[config.mk]
export PLATFORM = sky130hd
export DESIGN_NAME = turn_sequencer
export DESIGN_NICKNAME = d
export VERILOG_FILES = /design/src/rtl/tictactoe_pkg.sv /design/src/rtl/turn_timer.sv /design/src/rtl/turn_sequencer.sv
export SDC_FILE = /design/constraint.sdc
export NUM_CORES = 1
export LEC_CHECK = 0
export BUFFER_PORTS_ARGS = -buffer_cell sky130_fd_sc_hd__buf_2
export CORE_UTILIZATION = 51
export CTS_CLUSTER_SIZE = 40
export DETAILED_ROUTE_END_ITERATION = 6
export PLACE_DENSITY = 0.75
export SLEW_MARGIN = 20
export SYNTH_ARGS = -nofsm -noshare
export SYNTH_HDL_FRONTEND = slang
export SYNTH_HIERARCHICAL = 1
export SYNTH_SLANG_ARGS = --single-unit
[constraint.sdc]
create_clock -name clk -period 2.71 [get_ports clk]
set_input_delay 0.271 -clock clk [delete_from_list [all_inputs] [get_ports clk]]
set_output_delay 0.271 -clock clk [all_outputs]
set_load 0.03 [all_outputs]
[src/rtl/tictactoe_pkg.sv]
// Shared codes, FSM state type and board helpers for the tic-tac-toe controller.
// Optional feature macro: TURN_AUTOPLAY_EN (adds the S_AUTO random-move state).
package tictactoe_pkg;

  localparam logic [1:0] EMPTY     = 2'b00;
  localparam logic [1:0] P1        = 2'b01;
  localparam logic [1:0] P2        = 2'b10;
  localparam int         NUM_CELLS = 9;

  typedef enum logic [2:0] {
    S_TURN   = 3'd0,
`ifdef TURN_AUTOPLAY_EN
    S_AUTO   = 3'd1,
`endif
    S_COMMIT = 3'd2,
    S_CHECK  = 3'd3,
    S_OVER   = 3'd4,
    S_CLEAR  = 3'd5
  } state_t;

  // Positions 9..15 read as padding so a random source can be probed safely.
  function automatic logic [1:0] cell_at(input logic [17:0] board, input logic [3:0] pos);
    logic [31:0] padded;
    padded = {14'd0, board};
    return padded[{pos, 1'b0} +: 2];
  endfunction

  function automatic logic [1:0] other_player(input logic [1:0] p);
    return (p == P1) ? P2 : P1;
  endfunction

endpackage

[src/rtl/turn_timer.sv]
// Per-turn countdown: a TICK_DIV prescaler decrementing a saturating tick counter.
// reload has priority over run; expired is high while the counter sits at zero.
module turn_timer #(
  parameter int TICK_DIV   = 50_000_000,
  parameter int TURN_TICKS = 10
) (
  input  logic       clk,
  input  logic       rst,
  input  logic       i_reload,
  input  logic       i_run,
  output logic [3:0] o_time_left,
  output logic       o_expired
);

  localparam int              PW      = (TICK_DIV > 1) ? $clog2(TICK_DIV) : 1;
  localparam logic [PW-1:0]   PRE_MAX = PW'(TICK_DIV - 1);
  localparam logic [3:0]      RELOAD  = 4'(TURN_TICKS);

  logic [PW-1:0] r_prescaler;
  logic [3:0]    r_time_left;

  // NOTE: state registers use non-blocking assignments so every flop samples pre-edge values.
  always_ff @(posedge clk or posedge rst) begin
    if (rst) begin
      r_prescaler <= '0;
      r_time_left <= RELOAD;
    end else if (i_reload) begin
      r_prescaler <= '0;
      r_time_left <= RELOAD;
    end else if (i_run) begin
      if (r_prescaler == PRE_MAX) begin
        r_prescaler <= '0;
        if (r_time_left != 4'd0) r_time_left <= r_time_left - 4'd1;
      end else begin
        r_prescaler <= r_prescaler + PW'(1);
      end
    end
  end

  assign o_time_left = r_time_left;
  assign o_expired   = (r_time_left == 4'd0);

endmodule

[src/rtl/turn_sequencer.sv]
// Tic-tac-toe game controller: cursor, player turn, countdown, move commit, win/draw, clear.
// Optional feature macro: TURN_AUTOPLAY_EN (timeout places a random move instead of forfeiting).
module turn_sequencer
  import tictactoe_pkg::*;
#(
  parameter int TICK_DIV   = 50_000_000,
  parameter int TURN_TICKS = 10
) (
  input  logic        clk,
  input  logic        rst,
  input  logic        i_sel,
  input  logic        i_next,
  input  logic [3:0]  i_rand_pos,
  input  logic [17:0] i_board,
  input  logic [1:0]  i_win,
  output logic        o_wr_en,
  output logic [3:0]  o_wr_pos,
  output logic [1:0]  o_wr_player,
  output logic        o_clr,
  output logic [3:0]  o_cursor,
  output logic [1:0]  o_player,
  output logic [3:0]  o_time_left,
  output logic [1:0]  o_winner,
  output logic        o_draw,
  output logic        o_game_over
);

  state_t     r_state, w_state_next;
  logic       r_sel_q, r_next_q;
  logic [3:0] r_cursor, r_move_cnt, r_wr_pos;
  logic [1:0] r_player, r_wr_player, r_winner;
  logic       r_draw;

  logic       w_sel_e, w_next_e, w_expired;
  logic       w_timer_run, w_timer_reload;
  logic       w_load_wr, w_toggle, w_set_winner, w_set_draw, w_clear_game;
  logic [3:0] w_wr_pos_next;

  assign w_sel_e  = i_sel  & ~r_sel_q;
  assign w_next_e = i_next & ~r_next_q;

  turn_timer #(
    .TICK_DIV   (TICK_DIV),
    .TURN_TICKS (TURN_TICKS)
  ) u_timer (
    .clk         (clk),
    .rst         (rst),
    .i_reload    (w_timer_reload),
    .i_run       (w_timer_run),
    .o_time_left (o_time_left),
    .o_expired   (w_expired)
  );

`ifndef TURN_AUTOPLAY_EN
  logic w_unused_rand;
  assign w_unused_rand = ^i_rand_pos;
`endif

  always_ff @(posedge clk or posedge rst) begin
    if (rst) r_state <= S_TURN;
    else     r_state <= w_state_next;
  end

  // NOTE: every always_comb output gets a default first, otherwise a missed branch infers a latch.
  always_comb begin
    w_state_next   = r_state;
    w_timer_run    = 1'b0;
    w_timer_reload = 1'b0;
    w_load_wr      = 1'b0;
    w_wr_pos_next  = r_cursor;
    w_toggle       = 1'b0;
    w_set_winner   = 1'b0;
    w_set_draw     = 1'b0;
    w_clear_game   = 1'b0;
    o_wr_en        = 1'b0;
    o_clr          = 1'b0;
    o_game_over    = 1'b0;
    case (r_state)
      S_TURN: begin
        w_timer_run = 1'b1;
        // A valid selection beats a timeout landing in the same cycle.
        if (w_sel_e && cell_at(i_board, r_cursor) == EMPTY) begin
          w_load_wr     = 1'b1;
          w_wr_pos_next = r_cursor;
          w_state_next  = S_COMMIT;
        end else if (w_expired) begin
`ifdef TURN_AUTOPLAY_EN
          w_state_next   = S_AUTO;
`else
          w_toggle       = 1'b1;
          w_timer_reload = 1'b1;
`endif
        end
      end
`ifdef TURN_AUTOPLAY_EN
      S_AUTO: begin
        if (i_rand_pos < 4'(NUM_CELLS) && cell_at(i_board, i_rand_pos) == EMPTY) begin
          w_load_wr     = 1'b1;
          w_wr_pos_next = i_rand_pos;
          w_state_next  = S_COMMIT;
        end
      end
`endif
      S_COMMIT: begin
        o_wr_en      = 1'b1;
        w_state_next = S_CHECK;
      end
      S_CHECK: begin
        if (i_win != EMPTY) begin
          w_set_winner = 1'b1;
          w_state_next = S_OVER;
        end else if (r_move_cnt == 4'(NUM_CELLS)) begin
          w_set_draw   = 1'b1;
          w_state_next = S_OVER;
        end else begin
          w_toggle       = 1'b1;
          w_timer_reload = 1'b1;
          w_state_next   = S_TURN;
        end
      end
      S_OVER: begin
        o_game_over = 1'b1;
        if (w_sel_e) w_state_next = S_CLEAR;
      end
      S_CLEAR: begin
        o_clr          = 1'b1;
        w_clear_game   = 1'b1;
        w_timer_reload = 1'b1;
        w_state_next   = S_TURN;
      end
      default: w_state_next = S_TURN;
    endcase
  end

  always_ff @(posedge clk or posedge rst) begin
    if (rst) begin
      r_sel_q     <= 1'b0;
      r_next_q    <= 1'b0;
      r_cursor    <= '0;
      r_player    <= P1;
      r_move_cnt  <= '0;
      r_wr_pos    <= '0;
      r_wr_player <= P1;
      r_winner    <= EMPTY;
      r_draw      <= 1'b0;
    end else begin
      r_sel_q  <= i_sel;
      r_next_q <= i_next;

      if (w_clear_game) begin
        r_cursor <= '0;
      end else if (w_next_e && r_state != S_OVER) begin
        r_cursor <= (r_cursor == 4'(NUM_CELLS - 1)) ? 4'd0 : r_cursor + 4'd1;
      end

      if (w_clear_game)  r_player <= P1;
      else if (w_toggle) r_player <= other_player(r_player);

      if (w_clear_game)              r_move_cnt <= '0;
      else if (r_state == S_COMMIT)  r_move_cnt <= r_move_cnt + 4'd1;

      if (w_load_wr) begin
        r_wr_pos    <= w_wr_pos_next;
        r_wr_player <= r_player;
      end

      if (w_clear_game)      r_winner <= EMPTY;
      else if (w_set_winner) r_winner <= i_win;

      if (w_clear_game)    r_draw <= 1'b0;
      else if (w_set_draw) r_draw <= 1'b1;
    end
  end

  assign o_wr_pos    = r_wr_pos;
  assign o_wr_player = r_wr_player;
  assign o_cursor    = r_cursor;
  assign o_player    = r_player;
  assign o_winner    = r_winner;
  assign o_draw      = r_draw;

endmodule

# == Word-level counts from Yosys, hierarchy flattened ==
# Cells that the tools add are included.
# classes
n_reduce_logical,17
n_shift,1
bitwise_logic,4
n_mux,41
addsub,4
n_eq_ne,11
# op_table
cell,count
$mux 26,3
$mux 4,9
$shiftx 32x6->2,1
$add 26x1->26 const B,1
$eq 26x26->1 const B,1
$reduce_bool 2->1,9
$mux 1,17
$mux 3,4
$pmux 3 s4,1
$mux 2,5
$add 4x1->4 const B,2
$eq 4x4->1 const B,2
$eq 3x2->1 const B,2
$eq 3x3->1 const B,2
$logic_not 4->1,1
$ne 2x2->1 const B,2
$reduce_bool 4->1,1
$sub 4x1->4 const B,1
$logic_not 3->1,1
$ne 3x3->1 const B,1
$pmux 1 s3,1
$reduce_and 3->1,1
$and 1x1->1,2
$eq 2x1->1 const B,1
5 further kinds,7
# totals
in_bits,28
reg_bits,54

# == Logic depth before layout (Yosys ltp) ==
# Gate-level depths: netlist of the first run.
# logic_depth
ltp_word,7
ltp_mapped,11
depth_no_buf,11

# == By module ==
# Netlist of the first run, hierarchy kept.
# modules_own_cells
mod,seq_area_each_um2,area_each_um2,cells_each,instances
turn_timer,753.2,1808.0,189,1
turn_sequencer,603.1,1348.8,140,1

# == Worst setup path before layout of the first run ==
# No wires, ideal clock.
# synth_timing
path_type,flip-flop to flip-flop
start,reg r_cursor[1] (netlist: o_cursor[1])
end,reg u_timer.r_prescaler[18]
t_arrival_ps,3038
setup_time_ps,77
synth_period_minus_slack_ps,3115
slack_ps,-405
n_path_buf,0
stages_incl_launch_ff,11
path_cell_list,dfrtp_1 -> inv_2 -> or4_1 -> o211ai_1 -> a211oi_2 -> nand3b_1 -> nand2_1 -> o2111ai_2 -> or3_4 -> or3_1 -> a21oi_1
# synth_between
elab_chain_cells,6
elab_cells_between_ends,7
# synth_rtl
element,line,source
"start, declared",turn_sequencer.sv:30,"logic [3:0] r_cursor, r_move_cnt, r_wr_pos;"
"start signal, assigned",turn_sequencer.sv:153,r_cursor <= (r_cursor == 4'(NUM_CELLS - 1)) ? 4'd0 : r_cursor + 4'd1;
$shiftx 32x6->2 (*),tictactoe_pkg.sv:25,"return padded[{pos, 1'b0} +: 2];"
$logic_not 2->1 (*),turn_sequencer.sv:82,"if (w_sel_e && cell_at(i_board, r_cursor) == EMPTY) begin"
$logic_and 1x1->1 (*),turn_sequencer.sv:82,
$mux 1 (*),turn_sequencer.sv:82,
$pmux 1 s3 (*),turn_sequencer.sv:78,case (r_state)
named net w_timer_reload,turn_sequencer.sv:35,"logic w_timer_run, w_timer_reload;"
$mux 26 or $reduce_bool 2->1 (tied branches),--,
"end signal, assigned",turn_timer.sv:35,r_prescaler <= r_prescaler + PW'(1);
"end, declared",turn_timer.sv:19,logic [PW-1:0] r_prescaler;
# The timed path passes the listed nets; every way through them passes the cells marked *.
# A chain may end at the register's enable or synchronous reset.

# == Worst setup path in the final report of the first run ==
# layout_timing
start,reg r_cursor[2] (netlist: o_cursor[2])
end,reg u_timer.r_prescaler[20]
# Same word-level chain as after synthesis.

==> results of run 1 <==
[flip-flops by register name (all words and copies together), names as in the netlist]
register             cells
r_next_q                 1
u_timer/o_time_left      4
r_move_cnt               4
o_player                 2
o_wr_pos                 4
u_timer/r_prescaler     26
r_state                  3
o_cursor                 4
o_draw                   1
o_winner                 2
r_sel_q                  1
o_wr_player              2
[placed cells by master, fill, tap and decap left out, drive strengths merged, types with 6 or more instances in the layout]
cell type and n:
nor2 29, mux2 7, clkbuf 7, nand3 11, o211ai 6, inv 17
o21ai 17, nand2 26, xor2 6, dfrtp 50, or3 7, nand4 13
ha 6, or4 10, buf 69, a21oi 21, o31ai 9, nor3 9
[report_power, final]
group | internal [W] | switching [W] | total, W
logic | 0.000654 | 0.000932 | 0.00159
clock network | 0.000184 | 0.000258 | 0.000442
registers | 0.00106 | 0.000256 | 0.00131
total | 0.00189 | 0.00145 | 0.00334
[how the worst min path moves through the flow]
stage                                         end  slack, ns  cells past startpoint
after floorplan                            o_draw       0.28                      1
after global placement    u_timer/r_prescaler[12]       0.38                      3
after detailed placement  u_timer/r_prescaler[16]       0.38                      3
after CTS                 u_timer/r_prescaler[12]       0.05                      3
after global routing                      r_sel_q       0.06                      1
final                     u_timer/r_prescaler[12]       0.04                      3
[cell families (layout without fill, tap and decap cells)]
kind of cell | count (synthesis) | in the layout
AO/OA/AOI/OAI | 74 | 74
XOR/XNOR | 11 | 11
adder cells (fa/ha/maj) | 6 | 6
buffers and inverters | 31 | 94
flip-flops | 54 | 54
multiplexers | 10 | 10
AND/OR/NAND/NOR | 143 | 143
[per-stage QoR]
step	hold WS, ns	cell area (sq um)	utilization, %	std cells	setup WS [ns]
4_1_cts	0.05060	3633	61.01	462	0.007388
2_1_floorplan	0.2839	3188	-	329	-0.05628
5_1_grt	0.06458	3732	62.67	467	-0.1489
3_5_place_dp	0.3797	3521	59.12	451	-0.01323
6_report	0.03844	3732	62.67	467	-0.03965
3_3_place_gp	0.3845	3521	59.12	451	0.08298
[critical path, delay by kind of cell (launching register included)]
kind | cells | cell delay, ns
AOI/OAI and AO/OA | 4 | 0.61
and+or+nand+nor | 4 | 1.42
buffers and inverters | 2 | 0.26
DFF | 1 | 0.40
[metal layers]
| layer | vias up | GRT usage, % | wire length, um |
|---|---|---|---|
| met5 | - | 0 | 0 |
| met2 | 82 | 37.88 | 3412 |
| met1 | 1322 | 31.28 | 3328 |
| met4 | 0 | 6.607 | 87 |
| met3 | 10 | 4.205 | 404 |
| li1 | 1337 | - | - |
[cell type report]
| cell class | instances | share of cell area, % |
|---|---|---|
| Multi-Input combinational cell | 244 | 46.20 |
| Tap cell | 75 | 2.514 |
| Clock buffer | 7 | 2.045 |
| Clock inverter | 1 | 0.2011 |
| Sequential cell | 54 | 36.47 |
| Timing Repair Buffer | 69 | 10.86 |
| Inverter | 17 | 1.710 |
[repair_timing]
action,in CTS,in global routing
resized for setup,1,10
buffers inserted,3,5
endpoints found under the setup margin,2,20
pin swaps,1,5
gates cloned,0,0
==> impl_metrics.csv, run 1 <==
group,metric,value,unit
synthesis,synth-xor-area-share,3.052,%
clock_network,clock_latency,0.30,ns
placed_design,globalplace.congestion,0.8562,
power,peakVddDrop,0.5728,mV
clock_network,ctsHtreeMaxLevel,2,
floorplanning,dieArea,6508,sq um
synthesis,synth_top_family_by_area,"simple AND/OR/NAND/NOR gates",
critical_path,reg2reg_depth,10,
floorplanning,start_util,53.00,%
synthesis,yosys.area.top_type,"dfrtp_1",
critical_path,cp_data_arrival_time,2.98,ns
synthesis,synth_cell_types,62,
synthesis,yosys_most_used_dff,"dfrtp_1",
placed_design,port_buffers,45,
critical_path,slowest_stage,"or4_4",
synthesis,async_flop_share,100.0,%
routing,antenna_left,0,
clock_network,cts.path.max_buffers,2,
clock_network,hold_buffers,0,
final_layout,multi_input_area,1724,sq um
clock_network,cts_buffers,5,
critical_path,r2r_end,"u_timer/r_prescaler[20]",
clock_network,cts_sinks,54,
outcome,violations,"setup timing",
placed_design,dpl.hpwl,5141,um
critical_path,critPathCapture,"u_timer/r_prescaler[20]",
grt,overflow,0,
synthesis,synth_compound_area_share,15.97,%
final_layout,seq_area,1361,sq um
synthesis,synth-simple-area-share,26.28,%
final_layout,nNetsFinal,425,
critical_path,required,2.94,ns
sta,finalSetupTns,-0.06220,ns
final_layout,antenna_cells,0,
synthesis,synth_most_common_cell,"dfrtp_1",
sta,finalCritPeriodShare,101.5,%
synthesis,synth_area,3157,sq um
routing,route.vias.total,2751,
critical_path,path_cells,"inv_2 > or4_4 > o211ai_1 > a211oi_2 > nand3b_1 > nand2_2 > o2111ai_4 > buf_4 > or4_1 > a21oi_1",
critical_path,slowest_delay,0.54,ns
synthesis,synthAdderAreaFrac,2.378,%
critical_path,cp_max_fo,5,
routing,wl_per_cell,15.49,um
routing,via_per_inst,5.891,
floorplanning,pin_count,50,
floorplanning,rows,28,
sta,period_minus_slack,2.750,ns
grt,grt_max_degree,31,
routing,drc,0,
synthesis,syn_area_per_cell,9.595,sq um
min_path,holdCritPathClass,"in2async",
critical_path,crit_path_end_kind,"flip-flop",
sta,hold_viol_final,0,
final_layout,fill_cells,510,
synthesis,yosys_warnings,6,
routing,dr.first_iter.drc_count,187,
sta,maxSlewViolCount,0,
grt,grt_pass1_vias,2548,
outcome,status,"finished with violations",
final_layout,areaGrowthSynthToFinish,18.23,%
synthesis,synthMuxAreaShare,3.924,%
synthesis,syn_inst,329,
synthesis,ys_top_cells_by_area,"dfrtp_1 (40%), nor2_1 (3.4%), a21oi_1 (3.3%)",
sta,max_clock_freq,363.7,MHz
sta,setup_viol,2,
floorplanning,die_width,80.68,um
routing,drt_wl_total,7233,um
critical_path,r2r_start,"o_cursor[2]",
power,cellLeakagePower,1.673,nW
sta,worst_slew_pin_slew,0.9277,ns
clock_network,cts_tree,"yes",
synthesis,synth_edf_count,0,
grt,antenna_found_initial,0,
critical_path,critical_path_class,"reg2reg",
synthesis,synth_seq_cells,54,
power,total_power,0.003339,W
flow_run,cap_viol_max_count,0,
clock_network,root_buffer,"clkbuf_8",
grt,grt_pass1_wl,11700,um
sta,fin_ws,-0.03965,ns
final_layout,drive_gt1_share,30.87,%
floorplanning,core,5956,sq um
critical_path,crit_path_start_kind,"flip-flop",
sta,rsz0062_at_grt,"yes",
synthesis,synth_common_cells,"dfrtp_1 (50), nor2_1 (29), nand2_1 (25)",
synthesis,syn_nets,363,
critical_path,reg2reg_slack,-0.04,ns
routing,firstDrtPassIters,4,
grt,grt_usage,23.18,%
power,p_per_area,894.6,nW/um^2
sta,finalClockSkew,0.005157,ns
sta,slew_headroom,38.08,%
synthesis,yosys.area.top_type_share,39.64,%
critical_path,crit_start,"o_cursor[2]",
floorplanning,fp.dieH,80.68,um
synthesis,seq_area_frac_synth,42.96,%
clock_network,clkTransAtPathRegs,0.09,ns
Note: power is estimated with default switching activity, not from simulation.
==> inputs of run 2 (changes only) <==
Settings changed: CORE_ASPECT_RATIO set to 1.25.
==> run 2 against run 1 <==
  * The run still ends with setup timing left
  * Final area rose by 1.6%
  * Largest cell class unchanged
  * Final cell count rose by 1.9%
  * Critical path type unchanged
  * Setup slack got worse by 0.047 ns
  * Die area hardly changed
==> impl_metrics.csv, run 2 (same netlist as run 1, synthesis figures left out) <==
group,metric,value,unit
placed_design,port_buffers,45,
critical_path,reg2reg_depth,10,
power,p_per_area,891.4,nW/um^2
grt,use_met3,3.475,%
critical_path,reg2reg_slack,-0.09,ns
sta,setup_viol,3,
final_layout,final_cells,476,
sta,fin_ws,-0.08683,ns
sta,rsz0062_at_grt,"yes",
sta,max_clock_freq,357.5,MHz
critical_path,crit_path_end_kind,"flip-flop",
grt,antenna_found_initial,0,
critical_path,cp_data_arrival_time,3.02,ns
critical_path,crit_path_start_kind,"flip-flop",
critical_path,r2r_end,"u_timer/r_prescaler[20]",
final_layout,antenna_cells,0,
floorplanning,pin_count,50,
sta,fin_hold_ws,0.04296,ns
routing,antenna_left,0,
critical_path,r2r_start,"o_cursor[2]",
grt,grt_pass1_wl,11920,um
grt,grt_usage,22.97,%
outcome,violations,"setup timing",
final_layout,max_flop_register,"u_timer/r_prescaler",
critical_path,critPathCapture,"u_timer/r_prescaler[20]",
outcome,status,"finished with violations",
placed_design,globalplace.congestion,0.8106,
routing,firstDrtPassIters,4,
critical_path,critical_path_class,"reg2reg",
floorplanning,start_util,53.54,%
final_layout,final_cell_mix,"dfrtp_1 (46), buf_2 (45), nor2_1 (29)",
clock_network,cts.path.max_buffers,2,
final_layout,nNetsFinal,427,
clock_network,hold_buffers,0,
grt,gr-max-usage-layer,"met2",
grt,overflow,0,
clock_network,ctsHtreeMaxLevel,2,
clock_network,root_buffer,"clkbuf_8",
power,peakVddDrop,0.4477,mV
sta,finalCritPeriodShare,103.2,%
final_layout,areaGrowthSynthToFinish,20.17,%
floorplanning,core,5896,sq um
min_path,holdCritPathClass,"in2async",
critical_path,cp_max_fo,5,
routing,drt_wl_total,7720,um
routing,route.vias.total,2872,
grt,use_met1,26.36,%
placed_design,dpl.hpwl,5296,um
floorplanning,fp.dieH,89.96,um
critical_path,crit_start,"o_cursor[2]",
sta,maxSlewViolCount,0,
final_layout,drive_gt1_share,30.20,%
sta,period_minus_slack,2.797,ns
grt,grt_pass1_vias,2705,
floorplanning,die_width,72.37,um
routing,dr.first_iter.drc_count,124,
final_layout,largest_reg_flops,26,
grt,grt_max_degree,31,
sta,finalSetupTns,-0.1845,ns
routing,via_per_inst,6.034,
final_layout,finish.utilization,64.35,%
floorplanning,dieArea,6510,sq um
routing,wl_per_cell,16.22,um
clock_network,cts_tree,"yes",
flow_run,cap_viol_max_count,0,
grt,met2_usage,41.12,%
clock_network,clkTransAtPathRegs,0.09,ns
critical_path,required,2.94,ns
floorplanning,rows,31,
routing,drc,0,
sta,finalClockSkew,0.01133,ns
final_layout,final_common_cell,"dfrtp_1",
power,cellLeakagePower,1.666,nW
placed_design,dp_cells,458,
clock_network,cts_sinks,54,
clock_network,cts_buffers,5,
sta,worst_slew_pin_slew,0.9036,ns
sta,slew_headroom,39.70,%
clock_network,clock_latency,0.31,ns
sta,hold_viol_final,0,
[run 2: through the flow]
stage,area (sq um),total power [W],setup WS [ns]
after floorplan,3188,0.002441,-0.05628
after global routing,3794,0.003613,-0.2106
after detailed placement,3542,0.002895,-0.03839
after CTS,3655,0.003350,-0.03835
final,3794,0.003382,-0.08683
after global placement,3542,0.002832,0.04587
[run 2: worst min-delay path by stage]
stage               startpoint                       to  slack [ns]
floorplan                  rst                   o_draw        0.28
global route             i_sel                  r_sel_q        0.07
finish                     rst   u_timer/r_prescaler[7]        0.04
CTS                        rst   u_timer/r_prescaler[2]        0.05
detailed placement         rst  u_timer/r_prescaler[16]        0.39
global placement           rst   u_timer/r_prescaler[5]        0.39
[run 2: layout make-up]
type                       count  area (sq um)
multi-input combinational    246          1744
sequential                    54          1361
timing repair buffer          69         434.2
fill                         511          2102
clock inverter                 1         7.507
clock buffer                   7         76.32
inverter                      17         67.56
tap                           82         102.6
[run 2: worst max-delay path, cell delays in order, from the launching register on]
cell and delay [ns]:
dfrtp_2 0.40, inv_2 0.06, or4_4 0.54, o211ai_2 0.17, a211oi_2 0.08, nand3b_1 0.24, nand2_4 0.17, o2111ai_4 0.19
buf_4 0.20, or4_1 0.51, a21oi_1 0.16
[run 2: repair_timing]
item | CTS | global route
endpoints found under the setup margin | 8 | 16
setup buffers | 0 | 8
pin swaps | 0 | 7
gates cloned | 0 | 2
gates resized for setup | 4 | 6
[run 2: where the power goes]
part | switching [W] | internal (W)
Combinational | 0.000950 | 0.000665
Sequential | 0.000276 | 0.00105
Clock | 0.000253 | 0.000183
Total | 0.00148 | 0.00190
[run 2: metal layers]
metal | wire length [um] | up-vias
met2 | 4078 | 93
met3 | 360 | 23
met4 | 189 | 0
li1 | - | 1349
met1 | 3092 | 1407
met5 | 0 | -
==> inputs of run 3 (changes only) <==
Clock period 2.71 ns to 2.4 ns, I/O delays scaled along.
==> run 3 against run 2 <==
  * Global-route usage rose by 0.64 points
  * The run still ends with setup timing left
  * Critical endpoint is now u_timer/r_prescaler[18]
  * Non-clock buffer count is 18 higher
  * Maximum frequency increased by 6.3%
  * Hold slack worse by 0.0096 ns
  * Sequential share of layout area down 1.9 points
  * First-iteration DRC count down 34%
==> impl_metrics.csv, run 3 (same netlist as run 1, synthesis figures left out) <==
group,metric,value,unit
grt,met2_usage,43.38,%
final_layout,areaGrowthSynthToFinish,26.75,%
sta,worst_slew_pin_slew,0.9007,ns
final_layout,largest_reg_flops,26,
grt,overflow,0,
routing,firstDrtPassIters,4,
min_path,min_from,"i_sel",
sta,finalCritPeriodShare,109.7,%
flow_run,cap_viol_max_count,0,
sta,finalClockSkew,0.01909,ns
outcome,status,"finished with violations",
final_layout,max_flop_register,"u_timer/r_prescaler",
floorplanning,start_util,53.54,%
critical_path,r2r_start,"o_cursor[2]",
final_layout,antenna_cells,0,
clock_network,cts_sinks,54,
critical_path,critPathBufInv,1,
floorplanning,core,5896,sq um
routing,drt_wl_total,7483,um
grt,use_met1,27.47,%
grt,grt_usage,23.61,%
final_layout,finish.utilization,67.87,%
sta,rsz0062_at_grt,"yes",
clock_network,ctsHtreeMaxLevel,2,
power,total_power,0.003993,W
floorplanning,pin_count,50,
clock_network,clkTransAtPathRegs,0.11,ns
critical_path,slowest_delay,0.53,ns
sta,fin_ws,-0.2322,ns
routing,antenna_left,0,
clock_network,clock_latency,0.32,ns
critical_path,critical_path_class,"reg2reg",
floorplanning,fp.dieH,89.96,um
grt,grt_pass1_wl,12390,um
critical_path,cp_data_arrival_time,2.86,ns
min_path,whs_path_depth,1,
routing,route.vias.total,2853,
power,p_per_area,997.9,nW/um^2
power,peakVddDrop,0.4416,mV
routing,dr.first_iter.drc_count,82,
critical_path,slowest_stage,"or4_4",
sta,maxSlewViolCount,0,
floorplanning,dieArea,6510,sq um
sta,slew_headroom,39.88,%
clock_network,root_buffer,"clkbuf_8",
critical_path,cp_top_family,"simple AND/OR/NAND/NOR gates",
critical_path,path_depth,10,
critical_path,reg2reg_depth,10,
final_layout,final_common_cell,"dfrtp_1",
routing,via_per_inst,5.799,
sta,max_clock_freq,379.9,MHz
grt,grt_max_degree,31,
critical_path,path_cells,"inv_2 > or4_4 > o211ai_2 > a211oi_2 > nand3b_1 > nand2_2 > o2111ai_4 > or3_4 > or3_1 > a21oi_1",
grt,grt_pass1_vias,2826,
placed_design,globalplace.congestion,0.8280,
final_layout,drive_gt1_share,36.10,%
power,cellLeakagePower,1.813,nW
critical_path,crit_path_end_kind,"flip-flop",
routing,drc,0,
sta,period_minus_slack,2.632,ns
critical_path,cp_max_fo,4,
outcome,violations,"setup timing",
floorplanning,rows,31,
critical_path,crit_start,"o_cursor[2]",
sta,finalSetupTns,-1.726,ns
placed_design,port_buffers,45,
sta,setup_viol,13,
sta,fin_hold_ws,0.03337,ns
floorplanning,die_width,72.37,um
placed_design,dpl.hpwl,5237,um
clock_network,cts.path.max_buffers,2,
routing,wl_per_cell,15.21,um
critical_path,crit_path_start_kind,"flip-flop",
final_layout,final_cell_mix,"dfrtp_1 (46), buf_2 (45), buf_4 (34)",
clock_network,cts_tree,"yes",
clock_network,cts_buffers,5,
grt,antenna_found_initial,0,
critical_path,required,2.63,ns
min_path,holdCritPathClass,"in2reg",
final_layout,nNetsFinal,443,
placed_design,post-place-ws,-0.1527,ns
grt,gr-max-usage-layer,"met2",
sta,hold_viol_final,0,
grt,use_met3,3.587,%
[run 3: changes by cell type in the layout (fill, tap and decap cells not counted), moves of 2 or more]
cell        previous run  this run
nor2_2                 0         2
inv_6                  0         3
buf_4                 21        34
buf_6                  1         5
nor2_1                29        27
nor4_4                 1         4
clkbuf_1               2         0
clkinvlp_4             2         0
nor4_2                 2         0
a21oi_1               21        16
a21oi_2                0         5
[run 3: area by class of cell]
cell class                 instances  area (sq um)
clock buffer                       5         68.82
clock inverter                     3         26.28
fill                             465          1894
inverter                          17         68.82
multi-input combinational        244          1782
sequential                        54          1361
tap                               82         102.6
timing repair buffer              87         591.8
[run 3: metal layers]
metal	up-vias	part of all wire [%]
li1	1373	-
met1	1420	42
met2	56	53
met3	4	3.5
met4	0	0.92
met5	-	0
[run 3: worst paths after layout]
path / to / slack, ns
worst max-delay path: u_timer/r_prescaler[18] / -0.23
worst min-delay path: r_sel_q / 0.03
worst max register to register: u_timer/r_prescaler[18] / -0.23
worst min register to register: r_move_cnt[3] / 0.49
max in group asynchronous: o_cursor[0] / 1.11
min in group asynchronous: u_timer/o_time_left[2] / 0.55
[run 3: repair_timing]
item,in CTS,in global routing
gates resized for setup,4,25
cloned,0,1
setup buffers,2,3
endpoints found under the hold margin,7,0
endpoints found under the setup margin,13,21
pin swaps,4,8
hold buffers,1,0
[run 3: through the flow]
step	instances	area, sq um
after detailed placement	477	3685
after floorplan	329	3188
final	492	4001
after global placement	477	3685
after CTS	488	3832
after global routing	492	4001
[run 3: power breakdown]
group	internal [W]	switching, W	leakage [nW]
sequential	0.00119	0.000271	0.681
combinational	0.000860	0.00113	1.08
clock	0.000215	0.000325	0.0491
total	0.00227	0.00173	1.81
[run 3: worst reg2reg max path: cells and delay by family, from the launching register on]
family                 cells  cell delay [ns]
and+or+nand+nor            5             1.56
AOI/OAI and AO/OA          4             0.53
DFF                        1             0.40
buffers and inverters      1             0.05
